[src/rtl/fifo_wr_arbiter.sv]
`default_nettype none
// ============================================================================
// Module   : fifo_wr_arbiter
// Function : Packet-level round-robin arbiter sharing one FIFO write port
//            among NREQ valid/ready beat streams, honouring wfull.
// Revision : 1.0 - initial release
// ============================================================================
module fifo_wr_arbiter #(
    parameter int NREQ    = 4,
    parameter int DSIZE   = 8,
    parameter int MAXBEAT = 16
) (
    input  logic                   clk,
    input  logic                   rst,
    input  logic [NREQ-1:0]        req_valid,
    input  logic [NREQ*DSIZE-1:0]  req_data,
    input  logic [NREQ-1:0]        req_last,
    output logic [NREQ-1:0]        req_ready,
    output logic                   winc,
    output logic [DSIZE-1:0]       wdata,
    input  logic                   wfull,
    output logic [2:0]             gnt_id,
    output logic                   busy,
    output logic                   err_overlen
);

    localparam logic [7:0] c_MAXM1   = 8'(MAXBEAT - 1);
    localparam logic [3:0] c_NREQ    = 4'(NREQ);
    localparam logic [2:0] c_LAST_ID = 3'(NREQ - 1);

    typedef enum logic [0:0] {
        ST_IDLE  = 1'b0,
        ST_GRANT = 1'b1
    } state_t;

    state_t            r_state;
    logic [2:0]        r_ptr;
    logic [2:0]        r_gnt;
    logic [7:0]        r_beat_cnt;

    logic [2*NREQ-1:0] w_dbl;
    logic [NREQ-1:0]   w_rot;
    logic [2:0]        w_off;
    logic [3:0]        w_sum;
    logic [2:0]        w_sel;
    logic              w_gvalid;
    logic              w_glast;
    logic [DSIZE-1:0]  w_gdata;
    logic [2:0]        w_gnt_nxt;
    logic              w_busy;
    logic              w_xfer;
    logic              w_at_max;

    // Rotate the valid vector so bit 0 is the pointer; lowest set bit wins.
    always_comb begin
        w_dbl = {req_valid, req_valid};
        w_rot = NREQ'(w_dbl >> r_ptr);
        w_off = '0;
        for (int o = NREQ - 1; o >= 0; o--) begin
            if (w_rot[o]) begin
                w_off = 3'(o);
            end
        end
        w_sum = {1'b0, r_ptr} + {1'b0, w_off};
        w_sel = (w_sum >= c_NREQ) ? 3'(w_sum - c_NREQ) : w_sum[2:0];
    end

    always_comb begin
        w_gvalid  = 1'b0;
        w_glast   = 1'b0;
        w_gdata   = '0;
        req_ready = '0;
        for (int k = 0; k < NREQ; k++) begin
            if (r_gnt == 3'(k)) begin
                w_gvalid     = req_valid[k];
                w_glast      = req_last[k];
                w_gdata      = req_data[k*DSIZE +: DSIZE];
                req_ready[k] = w_busy & ~wfull;
            end
        end
    end

    assign w_busy      = (r_state == ST_GRANT);
    assign w_xfer      = w_busy & w_gvalid & ~wfull;
    assign w_at_max    = (r_beat_cnt == c_MAXM1);
    assign w_gnt_nxt   = (r_gnt == c_LAST_ID) ? 3'd0 : r_gnt + 3'd1;

    assign winc        = w_xfer;
    assign wdata       = w_gdata;
    assign gnt_id      = r_gnt;
    assign busy        = w_busy;
    assign err_overlen = w_xfer & ~w_glast & w_at_max;

    always_ff @(posedge clk) begin
        if (rst) begin
            r_state    <= ST_IDLE;
            r_ptr      <= '0;
            r_gnt      <= '0;
            r_beat_cnt <= '0;
        end else begin
            case (r_state)
                ST_IDLE: begin
                    if (|req_valid) begin
                        r_gnt      <= w_sel;
                        r_beat_cnt <= '0;
                        r_state    <= ST_GRANT;
                    end
                end
                ST_GRANT: begin
                    if (w_xfer) begin
                        r_beat_cnt <= r_beat_cnt + 8'd1;
                        // A full-length packet without last is cut here;
                        // its remaining beats re-arbitrate as a new packet.
                        if (w_glast || w_at_max) begin
                            r_ptr   <= w_gnt_nxt;
                            r_state <= ST_IDLE;
                        end
                    end
                end
                default: begin
                    r_state <= ST_IDLE;
                end
            endcase
        end
    end

endmodule
`default_nettype wire
[config.mk]
export PLATFORM = sky130hd
export DESIGN_NAME = fifo_wr_arbiter
export DESIGN_NICKNAME = d
export VERILOG_FILES = /design/src/rtl/fifo_wr_arbiter.sv
export SDC_FILE = /design/constraint.sdc
export NUM_CORES = 1
export LEC_CHECK = 0
export ABC_AREA = 1
export CORE_AREA = 5 5 61 63
export DETAILED_ROUTE_END_ITERATION = 10
export DIE_AREA = 0 0 66 68
export GPL_ROUTABILITY_DRIVEN = 0
export PLACE_DENSITY = 0.89
export SETUP_SLACK_MARGIN = 0.4
export SYNTH_ARGS = -nofsm -noshare
export SYNTH_HDL_FRONTEND = slang
export SYNTH_SLANG_ARGS = --single-unit
export TNS_END_PERCENT = 100
[constraint.sdc]
create_clock -name clk -period 3.9 [get_ports clk]
set_input_delay 0.39 -clock clk [delete_from_list [all_inputs] [get_ports clk]]
set_output_delay 0.39 -clock clk [all_outputs]
set_load 0.02 [all_outputs]
==> results of run 1 <==
worst paths after layout:
path	cells after the start	start	to
hold reg to reg	2	busy$_SDFF_PP0_	busy$_SDFF_PP0_
setup / recovery	8	gnt_id[1]$_SDFFE_PP0P_	wdata[7]
hold / removal	2	busy$_SDFF_PP0_	busy$_SDFF_PP0_
setup reg to reg	12	r_ptr[0]$_SDFFE_PP0P_	gnt_id[2]$_SDFFE_PP0P_
metal layers:
layer / GRT usage (%) / vias to the layer above / wire (microns)
met4: 4.822 / 0 / 39
met5: 0 / - / 0
li1: - / 854 / -
met3: 3.120 / 7 / 421
met2: 34.67 / 65 / 1872
met1: 21.64 / 747 / 1744
kinds of logic (layout without fill, tap and decap cells):
group	after synthesis	in the layout	synth area share, %
xor gates and xnor gates	2	2	1.259
and+or+nand+nor	125	125	41.37
DFF	15	15	21.58
AOI/OAI and AO/OA	45	45	17.90
buffers and inverters	34	92	10.16
adders and majority gates	8	8	7.734
worst min-delay path: cells and delay by family (launching register included):
family,cells,cell delay (ns)
simple gates,1,0.06
flops,1,0.33
compound gates,1,0.05
area by class of cell:
cell class | instances | area [sq um] | area share (%)
tap | 46 | 57.56 | 2.817
multi-input combinational | 180 | 949.7 | 46.48
clock inverter | 1 | 5.005 | 0.2449
inverter | 28 | 107.6 | 5.266
sequential | 15 | 300.3 | 14.70
timing repair buffer | 60 | 600.6 | 29.39
clock buffer | 3 | 22.52 | 1.102
cells in the final DEF (no fill, tap or decap), types with 3 or more instances in the layout:
cell and instances:
o21ai_0 20, nand2_4 4, inv_1 21, o21ai_1 7, inv_2 5, nor2_1 24
dfxtp_1 15, ha_1 7, clkdlybuf4s50_1 60, clkbuf_4 3, nand3_1 21, nor3_1 4
a21oi_1 13, nand2_1 61
power groups by stage:
| stage | Clock, mW | Combinational [mW] | Sequential (mW) |
|---|---|---|---|
| final | 0.0912 | 0.294 | 0.168 |
| after global routing | 0.0979 | 0.324 | 0.169 |
| after CTS | 0.0915 | 0.296 | 0.168 |
| after detailed placement | 0 | 0.295 | 0.171 |
| after global placement | 0 | 0.290 | 0.171 |
| after floorplan | 0 | 0.167 | 0.174 |
stage by stage:
stage	utilization (%)	std cells	setup slack [ns]
floorplan	-	229	1.739
global placement	63.40	329	1.241
detailed placement	63.40	329	1.043
CTS	64.27	333	0.9782
global route	64.27	333	0.7954
finish	64.27	333	1.003
sequential cells by signal, indices dropped and copies added (netlist names):
name,flops
r_beat_cnt,8
busy,1
r_ptr,3
gnt_id,3
==> metrics.txt, run 1 <==
# TYPE chip_impl_metric gauge
chip_impl_metric{name="syn-cell-area",unit="sq mm"} 0.001391
chip_impl_metric{name="finalHoldViolations",unit=""} 0
chip_impl_metric{name="wl",unit="microns"} 4078
chip_impl_metric{name="grt_max_degree",unit=""} 22
chip_impl_metric{name="grt_pass1_wl",unit="microns"} 6693
chip_impl_metric{name="syn_inst",unit=""} 229
chip_impl_metric{name="finalMaxSlewViolations",unit=""} 0
chip_impl_info{name="hold_path.class",value="reg -> reg"} 1
chip_impl_metric{name="synth_enable_flop_cells",unit=""} 0
chip_impl_info{name="timing.critical_path.slowest_stage_cell",value="clkdlybuf4s50_1"} 1
chip_impl_info{name="clock_tree.root_cell",value="clkbuf_4"} 1
chip_impl_metric{name="power.density",unit="mW/mm^2"} 270.8
chip_impl_metric{name="clkSinkCount",unit=""} 15
chip_impl_metric{name="die-width",unit="microns"} 66
chip_impl_info{name="yosys.cell_count.top_type",value="nand2_1"} 1
chip_impl_metric{name="antenna_cells_inserted",unit=""} 0
chip_impl_metric{name="clock_path_buffers",unit=""} 2
chip_impl_metric{name="layout.cell_area.non_filler",unit="sq mm"} 0.002043
chip_impl_info{name="ws_path_type",value="reg -> out"} 1
chip_impl_metric{name="placement.io_buffers",unit=""} 60
chip_impl_metric{name="core-area",unit="sq mm"} 0.003179
chip_impl_metric{name="relSlewSlack",unit="%"} 43.08
chip_impl_metric{name="pwr-share-clk",unit="%"} 16.5
chip_impl_info{name="tritoncts",value="done"} 1
chip_impl_info{name="ys_top_cells_by_count",value="nand2_1, nor2_1, inv_1, nand3_1, o21ai_0"} 1
chip_impl_info{name="critical-path-top-delay-family",value="buffers and inverters"} 1
chip_impl_metric{name="fmax",unit="MHz"} 345.2
chip_impl_metric{name="area.growth.synth_to_final",unit="%"} 46.85
chip_impl_metric{name="setup.reg_to_reg.worst_slack",unit="ns"} 1.45
chip_impl_metric{name="cp_max_fo",unit=""} 8
chip_impl_metric{name="routed-via-count",unit=""} 1673
chip_impl_metric{name="final_hold_slack",unit="ns"} 0.4835
chip_impl_metric{name="intPower",unit="mW"} 0.3326
chip_impl_metric{name="clk_pin_slew_worst_paths",unit="ns"} 0.09
chip_impl_metric{name="finalCritPeriodShare",unit="%"} 74.28
chip_impl_metric{name="avgViaCountPerCell",unit=""} 5.024
chip_impl_metric{name="dpl_wire_length",unit="microns"} 3350
chip_impl_metric{name="share_of_post_route_cells_with_drive_strength_above_1",unit="%"} 8.711
chip_impl_info{name="worst_setup_path_end_kind",value="output port"} 1
chip_impl_metric{name="drt_pass1_iterations",unit=""} 4
chip_impl_metric{name="final.setup.tns",unit="ns"} 0
chip_impl_metric{name="clk_latency",unit="ns"} 0.29
chip_impl_metric{name="seq_power_share",unit="%"} 30.3
chip_impl_metric{name="yosys_register_bits",unit=""} 15
chip_impl_metric{name="sw_share",unit="%"} 39.89
chip_impl_info{name="result_of_the_run",value="finished, final reports clean"} 1
chip_impl_metric{name="setup_viol",unit=""} 0
chip_impl_metric{name="path_buf_inv",unit=""} 2
chip_impl_metric{name="required",unit="ns"} 3.51
chip_impl_metric{name="report.power.total",unit="mW"} 0.5533
chip_impl_metric{name="worst_pin_slew",unit="ns"} 0.8482
chip_impl_metric{name="p_sw",unit="mW"} 0.2207
chip_impl_metric{name="min_period",unit="ns"} 2.897
chip_impl_metric{name="worst_skew",unit="ns"} 0.004835
chip_impl_metric{name="number_of_library_cell_types_mapped_by_synthesis",unit=""} 32
chip_impl_metric{name="first_global_vias",unit=""} 1560
chip_impl_metric{name="antenna_left",unit=""} 0
chip_impl_metric{name="synth_top_area_share",unit="%"} 21.58
chip_impl_metric{name="antenna_violations_before_repair",unit=""} 0
chip_impl_info{name="synth_area_leaders",value="dfxtp_1, nand2_1, nand3_1"} 1
chip_impl_metric{name="dr.first_iter.drc_count",unit=""} 63
chip_impl_metric{name="initial_utilization",unit="%"} 43.76
chip_impl_metric{name="numCtsBuffers",unit=""} 3
chip_impl_metric{name="synth_area_per_cell",unit="sq um"} 6.076
chip_impl_metric{name="route.detailed.drc",unit=""} 0
chip_impl_metric{name="die_area",unit="sq mm"} 0.004488
chip_impl_metric{name="vdd_drop_max",unit="uV"} 213.0
chip_impl_metric{name="ys_warn_count",unit=""} 0
chip_impl_metric{name="max_cap_violations",unit=""} 0
chip_impl_info{name="setup_repair_after_global_routing_missed_its_margin",value="false"} 1
chip_impl_info{name="crit_path_start_kind",value="register"} 1
chip_impl_metric{name="grt.total_usage",unit="%"} 18.45
chip_impl_metric{name="cts_h_tree_depth",unit=""} 1
chip_impl_info{name="cpMostUsedCell",value="o21ai_0"} 1
chip_impl_info{name="ordered_list_of_cells_on_the_worst_path",value="inv_1 > ha_1 > nor2_2 > nand2_1 > nand3_1 > o21ai_0 > o21ai_0 > clkdlybuf4s50_1"} 1
chip_impl_metric{name="routed_wire_length_per_instance",unit="microns"} 12.25
chip_impl_metric{name="comb_power_share",unit="%"} 53.2
chip_impl_metric{name="floorplan.die.height",unit="microns"} 68
chip_impl_metric{name="synth-async-reset-ratio",unit="%"} 0
chip_impl_metric{name="critical_path_arrival",unit="ns"} 2.51
chip_impl_metric{name="cts_repair_resize_count",unit=""} 0
chip_impl_metric{name="cts_hold_repair.buffers",unit=""} 0
chip_impl_metric{name="detailed_place.area",unit="sq mm"} 0.002016
chip_impl_metric{name="post_synthesis_net_count",unit=""} 280
chip_impl_metric{name="post_cts.repair.setup_buffers",unit=""} 0
chip_impl_metric{name="timing.critical_path.slowest_cell_delay",unit="ns"} 0.65
chip_impl_metric{name="aggregate_global_routing_overflow",unit=""} 0
chip_impl_info{name="synth_flop_cell",value="dfxtp_1"} 1
chip_impl_metric{name="synth_sequential_area_ratio",unit="%"} 21.58
chip_impl_metric{name="nNetsFinal",unit=""} 339
chip_impl_metric{name="number_of_filler_instances_in_the_final_layout",unit=""} 312
chip_impl_info{name="synth.largest_area_cell",value="dfxtp_1"} 1
chip_impl_metric{name="leakagePower",unit="nW"} 0.8226
chip_impl_metric{name="rows",unit=""} 21
chip_impl_metric{name="ios",unit=""} 61
No activity file was read; power rests on OpenSTA's default activity.
==> run 2, diff against run 1 <==
Settings changed: CORE_AREA 5 5 61 63 to 5 5 64 66, DIE_AREA 0 0 66 68 to 0 0 69 71, PLACE_DENSITY 0.89 to 0.82.
Clock period 3.9 ns to 2.9 ns, I/O delays scaled along.
==> run 2 against run 1 <==
  * Utilization down 6.0 points
  * Die area up 9.2%
  * Total power up 32%
  * Critical path type unchanged
  * Non-clock buffer count up 1
  * Largest power group unchanged
  * Combinational power up 29%
  * First-iteration DRC count down 13%
  * Sequential share of layout area about the same
  * Hold slack about the same
  * Largest cell class unchanged
  * Flip-flop and latch count unchanged
  * Register-to-register slack worse by 0.72 ns
==> metrics.txt, run 2 (synthesized netlist as in run 1, its figures left out) <==
# TYPE chip_impl_metric gauge
chip_impl_info{name="result_of_the_run",value="finished, final reports clean"} 1
chip_impl_metric{name="routed_wire_length_per_instance",unit="microns"} 12.40
chip_impl_info{name="layout.cells.most_common_list",value="nand2_1, clkdlybuf4s50_1, nor2_1"} 1
chip_impl_info{name="mostFrequentLayoutCell",value="nand2_1"} 1
chip_impl_metric{name="grt_max_degree",unit=""} 22
chip_impl_metric{name="grt.total_usage",unit="%"} 16.89
chip_impl_metric{name="number_of_filler_instances_in_the_final_layout",unit=""} 357
chip_impl_info{name="worst_setup_path_end_kind",value="output port"} 1
chip_impl_metric{name="share_of_post_route_cells_with_drive_strength_above_1",unit="%"} 10.42
chip_impl_metric{name="floorplan.die.height",unit="microns"} 71
chip_impl_metric{name="final.setup.tns",unit="ns"} 0
chip_impl_metric{name="area.growth.synth_to_final",unit="%"} 47.48
chip_impl_metric{name="antenna_left",unit=""} 0
chip_impl_metric{name="fmax",unit="MHz"} 431.9
chip_impl_metric{name="clk_pin_slew_worst_paths",unit="ns"} 0.09
chip_impl_info{name="top_usage_layer",value="met2"} 1
chip_impl_metric{name="grt_use_met1",unit="%"} 21.73
chip_impl_metric{name="placement.io_buffers",unit=""} 60
chip_impl_metric{name="dpl_wire_length",unit="microns"} 3391
chip_impl_metric{name="ios",unit=""} 61
chip_impl_metric{name="antenna_violations_before_repair",unit=""} 0
chip_impl_metric{name="pwr-share-clk",unit="%"} 16.9
chip_impl_metric{name="core-area",unit="sq mm"} 0.003523
chip_impl_info{name="hold_path.class",value="reg -> reg"} 1
chip_impl_metric{name="final_hold_slack",unit="ns"} 0.4839
chip_impl_metric{name="leakagePower",unit="nW"} 0.8525
chip_impl_metric{name="avgViaCountPerCell",unit=""} 4.795
chip_impl_info{name="ws_path_type",value="reg -> out"} 1
chip_impl_metric{name="critical_path_arrival",unit="ns"} 2.03
chip_impl_metric{name="nNetsFinal",unit=""} 340
chip_impl_metric{name="die_area",unit="sq mm"} 0.004899
chip_impl_metric{name="aggregate_global_routing_overflow",unit=""} 0
chip_impl_metric{name="clkSinkCount",unit=""} 15
chip_impl_metric{name="dr.first_iter.drc_count",unit=""} 55
chip_impl_metric{name="power.density",unit="mW/mm^2"} 354.7
chip_impl_metric{name="max_cap_violations",unit=""} 0
chip_impl_metric{name="vdd_drop_max",unit="uV"} 354.7
chip_impl_metric{name="setup_viol",unit=""} 0
chip_impl_metric{name="comb_power_share",unit="%"} 52.1
chip_impl_metric{name="die-width",unit="microns"} 69
chip_impl_info{name="clock_tree.root_cell",value="clkbuf_4"} 1
chip_impl_metric{name="antenna_cells_inserted",unit=""} 0
chip_impl_metric{name="first_global_vias",unit=""} 1497
chip_impl_metric{name="post_cts.repair.setup_buffers",unit=""} 0
chip_impl_metric{name="rows",unit=""} 22
chip_impl_metric{name="min_period",unit="ns"} 2.315
chip_impl_metric{name="cts_h_tree_depth",unit=""} 1
chip_impl_metric{name="cp_max_fo",unit=""} 8
chip_impl_metric{name="worst_skew",unit="ns"} 0.0004289
chip_impl_metric{name="gr-usage-met2",unit="%"} 28.50
chip_impl_metric{name="route.detailed.drc",unit=""} 0
chip_impl_metric{name="p_sw",unit="mW"} 0.2975
chip_impl_metric{name="largest_register_ffs",unit=""} 8
chip_impl_metric{name="required",unit="ns"} 2.61
chip_impl_info{name="crit_path_start_kind",value="register"} 1
chip_impl_metric{name="seq_power_share",unit="%"} 31.0
chip_impl_metric{name="finalHoldViolations",unit=""} 0
chip_impl_info{name="setup_repair_after_global_routing_missed_its_margin",value="false"} 1
chip_impl_metric{name="numCtsBuffers",unit=""} 3
chip_impl_info{name="top_register",value="r_beat_cnt"} 1
chip_impl_metric{name="drt_pass1_iterations",unit=""} 4
chip_impl_metric{name="sw_share",unit="%"} 40.88
chip_impl_metric{name="routed-via-count",unit=""} 1611
chip_impl_metric{name="finalMaxSlewViolations",unit=""} 0
chip_impl_metric{name="finalCritPeriodShare",unit="%"} 79.83
chip_impl_metric{name="clock_path_buffers",unit=""} 2
chip_impl_metric{name="worst_pin_slew",unit="ns"} 0.4546
chip_impl_metric{name="globalRouteMet3Util",unit="%"} 2.415
chip_impl_metric{name="grt_pass1_wl",unit="microns"} 6824
chip_impl_metric{name="multi_input_comb_area",unit="sq um"} 962.2
chip_impl_metric{name="wl",unit="microns"} 4166
chip_impl_metric{name="intPower",unit="mW"} 0.4303
chip_impl_metric{name="footprint_of_the_flip_flops_and_latches",unit="sq um"} 301.5
chip_impl_metric{name="relSlewSlack",unit="%"} 69.66
chip_impl_info{name="tritoncts",value="done"} 1
chip_impl_metric{name="clk_latency",unit="ns"} 0.29
chip_impl_metric{name="initial_utilization",unit="%"} 39.49
[run 2: cell types whose count changed in the layout (fill, tap and decap cells not counted), sizes merged]
cell           change
dlygate4sd2        +8
clkdlybuf4s50     -10
clkdlybuf4s15      +1
clkbuf             +1
buf                +1
[run 2: path summary, 6_finish.rpt]
path              cells after the start                     end  slack, ns                    from
hold / removal                        2         busy$_SDFF_PP0_       0.48         busy$_SDFF_PP0_
hold reg to reg                       2         busy$_SDFF_PP0_       0.48         busy$_SDFF_PP0_
setup / recovery                      9                wdata[7]       0.58  gnt_id[0]$_SDFFE_PP0P_
setup reg to reg                     10  gnt_id[2]$_SDFFE_PP0P_       0.73   r_ptr[1]$_SDFFE_PP0P_
[run 2: power by group through the flow]
stage	clock network, mW	registers (mW)	logic, mW
after floorplan	0	0.234	0.225
after global placement	0	0.230	0.389
after detailed placement	0	0.230	0.398
after CTS	0.126	0.226	0.379
after global routing	0.134	0.228	0.415
final	0.123	0.226	0.380
[run 2: final cells by class]
| type | count | area share [%] |
|---|---|---|
| timing repair buffer | 61 | 28.90 |
| inverter | 28 | 5.244 |
| sequential | 15 | 14.70 |
| clock buffer | 3 | 1.098 |
| tap | 48 | 2.927 |
| multi-input combinational | 180 | 46.89 |
| clock inverter | 1 | 0.2439 |
[run 2: worst max-delay path, cell delays in order, from the launching register on]
cell and delay (ns):
dfxtp_1 0.35, inv_1 0.13, ha_1 0.22, nand2_1 0.11
nor2_4 0.20, nand2_1 0.07, nand3_1 0.06, o21ai_0 0.07
o21ai_0 0.17, clkdlybuf4s15_1 0.33
[run 2: layer usage]
layer	wire length [microns]	vias up
met5	0	-
met4	63	0
met3	273	4
met2	1848	62
met1	1980	686
li1	-	859
[run 2: repair_timing]
| action | in CTS | in global routing |
|---|---|---|
| gates resized for setup | 11 | 7 |
| hold buffers | 0 | 0 |
| setup endpoints to repair | 10 | 8 |
[run 2: through the flow]
stage                     power (mW)  utilization [%]  worst slack [ns]  std cells  cell area [sq um]
after floorplan               0.4588                -            0.8386        229               1391
after global placement        0.6190            57.49            0.3675        332               2026
after detailed placement      0.6283            57.49            0.2851        332               2026
after CTS                     0.7311            58.06            0.3880        336               2046
after global routing          0.7771            58.24            0.4035        336               2052
final                         0.7278            58.24            0.5849        336               2052
==> run 3, diff against run 2 <==
Settings changed: CORE_AREA 5 5 64 66 to 5 5 67 69, DIE_AREA 0 0 69 71 to 0 0 72 74, PLACE_DENSITY 0.82 to 0.78.
Clock period 2.9 ns to 2.1 ns, I/O delays scaled along.
==> run 3 against run 2 <==
  * The flow now finishes with violations (negative setup slack)
  * Clock power increased by 91%
  * First-iteration DRC count increased by 58%
  * Final area increased by 34%
  * Non-clock buffer count increased by 30
  * Flip-flop and latch count unchanged
  * Critical path type is now reg -> reg
==> metrics.txt, run 3 (synthesized netlist as in run 1, its figures left out) <==
# TYPE chip_impl_metric gauge
chip_impl_info{name="result_of_the_run",value="finished, violations left"} 1
chip_impl_info{name="violations",value="negative setup slack"} 1
chip_impl_metric{name="initial_utilization",unit="%"} 36.08
chip_impl_info{name="setup_repair_after_global_routing_missed_its_margin",value="true"} 1
chip_impl_info{name="ws_path_type",value="reg -> reg"} 1
chip_impl_metric{name="worst_skew",unit="ns"} 0.002543
chip_impl_metric{name="min_period",unit="ns"} 2.103
chip_impl_metric{name="finalMaxSlewViolations",unit=""} 0
chip_impl_metric{name="cp_max_fo",unit=""} 6
chip_impl_metric{name="rows",unit=""} 23
chip_impl_metric{name="timing.final.ws_setup",unit="ns"} -0.003467
chip_impl_metric{name="leakagePower",unit="nW"} 1.147
chip_impl_metric{name="dr.first_iter.drc_count",unit=""} 87
chip_impl_metric{name="post-route-util",unit="%"} 71.25
chip_impl_info{name="layout.cells.most_common_list",value="clkdlybuf4s50_1, nand2_1, buf_6"} 1
chip_impl_metric{name="drt_pass1_iterations",unit=""} 5
chip_impl_metric{name="finalHoldViolations",unit=""} 0
chip_impl_metric{name="largest_register_ffs",unit=""} 8
chip_impl_metric{name="vdd_drop_max",unit="uV"} 493.8
chip_impl_metric{name="floorplan.die.height",unit="microns"} 74
chip_impl_metric{name="clkSinkCount",unit=""} 15
chip_impl_metric{name="final.setup.tns",unit="ns"} -0.003467
chip_impl_info{name="crit_path_start_kind",value="register"} 1
chip_impl_metric{name="clk_pin_slew_worst_paths",unit="ns"} 0.06
chip_impl_info{name="mostFrequentLayoutCell",value="clkdlybuf4s50_1"} 1
chip_impl_metric{name="required",unit="ns"} 2.28
chip_impl_metric{name="antenna_violations_before_repair",unit=""} 0
chip_impl_info{name="hold_path.class",value="reg -> reg"} 1
chip_impl_metric{name="aggregate_global_routing_overflow",unit=""} 0
chip_impl_metric{name="routed-via-count",unit=""} 1875
chip_impl_metric{name="die_area",unit="sq mm"} 0.005328
chip_impl_metric{name="cts_hold_repair.buffers",unit=""} 0
chip_impl_info{name="tritoncts",value="done"} 1
chip_impl_metric{name="setup_viol",unit=""} 1
chip_impl_metric{name="clk_latency",unit="ns"} 0.25
chip_impl_metric{name="core-area",unit="sq mm"} 0.003856
chip_impl_metric{name="placement.io_buffers",unit=""} 60
chip_impl_info{name="worst_setup_path_end_kind",value="register"} 1
chip_impl_metric{name="antenna_cells_inserted",unit=""} 0
chip_impl_metric{name="wl",unit="microns"} 5477
chip_impl_metric{name="ios",unit=""} 61
chip_impl_metric{name="first_global_vias",unit=""} 1714
chip_impl_metric{name="relSlewSlack",unit="%"} 74.04
chip_impl_metric{name="finalCritPeriodShare",unit="%"} 100.2
chip_impl_metric{name="numCtsBuffers",unit=""} 3
chip_impl_metric{name="share_of_post_route_cells_with_drive_strength_above_1",unit="%"} 47.34
chip_impl_metric{name="avgViaCountPerCell",unit=""} 5.081
chip_impl_metric{name="grt_pass1_wl",unit="microns"} 7686
chip_impl_metric{name="routed_wire_length_per_instance",unit="microns"} 14.84
chip_impl_metric{name="worst_pin_slew",unit="ns"} 0.3864
chip_impl_metric{name="route.detailed.drc",unit=""} 0
chip_impl_info{name="top_register",value="r_beat_cnt"} 1
chip_impl_metric{name="die-width",unit="microns"} 72
chip_impl_metric{name="grt.total_usage",unit="%"} 17.92
chip_impl_info{name="clock_tree.root_cell",value="clkbuf_8"} 1
chip_impl_metric{name="cts_h_tree_depth",unit=""} 1
chip_impl_metric{name="power.density",unit="mW/mm^2"} 522.5
chip_impl_metric{name="dpl_wire_length",unit="microns"} 3618
chip_impl_metric{name="critical_path_arrival",unit="ns"} 2.28
chip_impl_metric{name="final_hold_slack",unit="ns"} 0.4878
chip_impl_metric{name="max_cap_violations",unit=""} 0
chip_impl_metric{name="antenna_left",unit=""} 0
chip_impl_metric{name="fmax",unit="MHz"} 475.4
chip_impl_metric{name="area.growth.synth_to_final",unit="%"} 97.48
chip_impl_metric{name="nNetsFinal",unit=""} 371
chip_impl_metric{name="clock_path_buffers",unit=""} 2
chip_impl_metric{name="grt_max_degree",unit=""} 17
==> run 3: per-stage QoR <==
stage | instances | area (sq um) | setup WS [ns] | total power [mW]
2_1_floorplan | 229 | 1461 | 0.1451 | 0.6638
3_3_place_gp | 355 | 2248 | -0.2254 | 0.9586
3_5_place_dp | 355 | 2248 | -0.3395 | 0.9705
4_1_cts | 364 | 2406 | 0.07116 | 1.250
5_1_grt | 369 | 2748 | -0.1240 | 1.511
6_report | 369 | 2748 | -0.003467 | 1.436
==> run 3: worst max-delay path, cell delays in order, from the launching register on <==
cell and delay (ns):
dfxtp_4 0.37, buf_6 0.14, o21ai_4 0.13, or2_4 0.14, nand2_2 0.05, inv_2 0.06
nand2_2 0.05, a21boi_2 0.14, ha_2 0.20, inv_2 0.04, fa_2 0.32, nor3_2 0.16
o21ai_1 0.09, a21oi_1 0.13
==> run 3: path summary, 6_finish.rpt <==
kind,depth (start not counted),slack (ns),from,endpoint
hold reg to reg,2,0.49,busy$_SDFF_PP0_,busy$_SDFF_PP0_
hold / removal,2,0.49,busy$_SDFF_PP0_,busy$_SDFF_PP0_
setup / recovery,13,-0.003,r_ptr[0]$_SDFFE_PP0P_,gnt_id[2]$_SDFFE_PP0P_
setup reg to reg,13,-0.003,r_ptr[0]$_SDFFE_PP0P_,gnt_id[2]$_SDFFE_PP0P_
==> run 3: repair_timing <==
item | 4_1_cts | 5_1_grt
setup buffers | 4 | 5
resized for setup | 97 | 96
setup endpoints to repair | 29 | 28
gates cloned | 1 | 0
pin swaps | 10 | 25
==> run 3: metal layers <==
metal | up-vias | share of wire (%) | GRT usage (%)
met3 | 11 | 6.9 | 2.838
met4 | 0 | 1.9 | 5.428
met5 | - | 0 | 0
met2 | 78 | 52 | 35.00
li1 | 925 | - | -
met1 | 861 | 40 | 19.85
==> run 3: cell type report <==
cell class / instances / area, sq um
Clock buffer: 4 / 45.04
Fill cell: 289 / 1109
Inverter: 28 / 118.9
Multi-Input combinational cell: 181 / 1330
Sequential cell: 15 / 312.8
Tap cell: 50 / 62.56
Timing Repair Buffer: 91 / 878.3
==> run 3: power breakdown <==
group,switching [mW],internal (mW)
logic,0.454,0.434
clock network,0.100,0.135
registers,0.0164,0.297
total,0.570,0.865
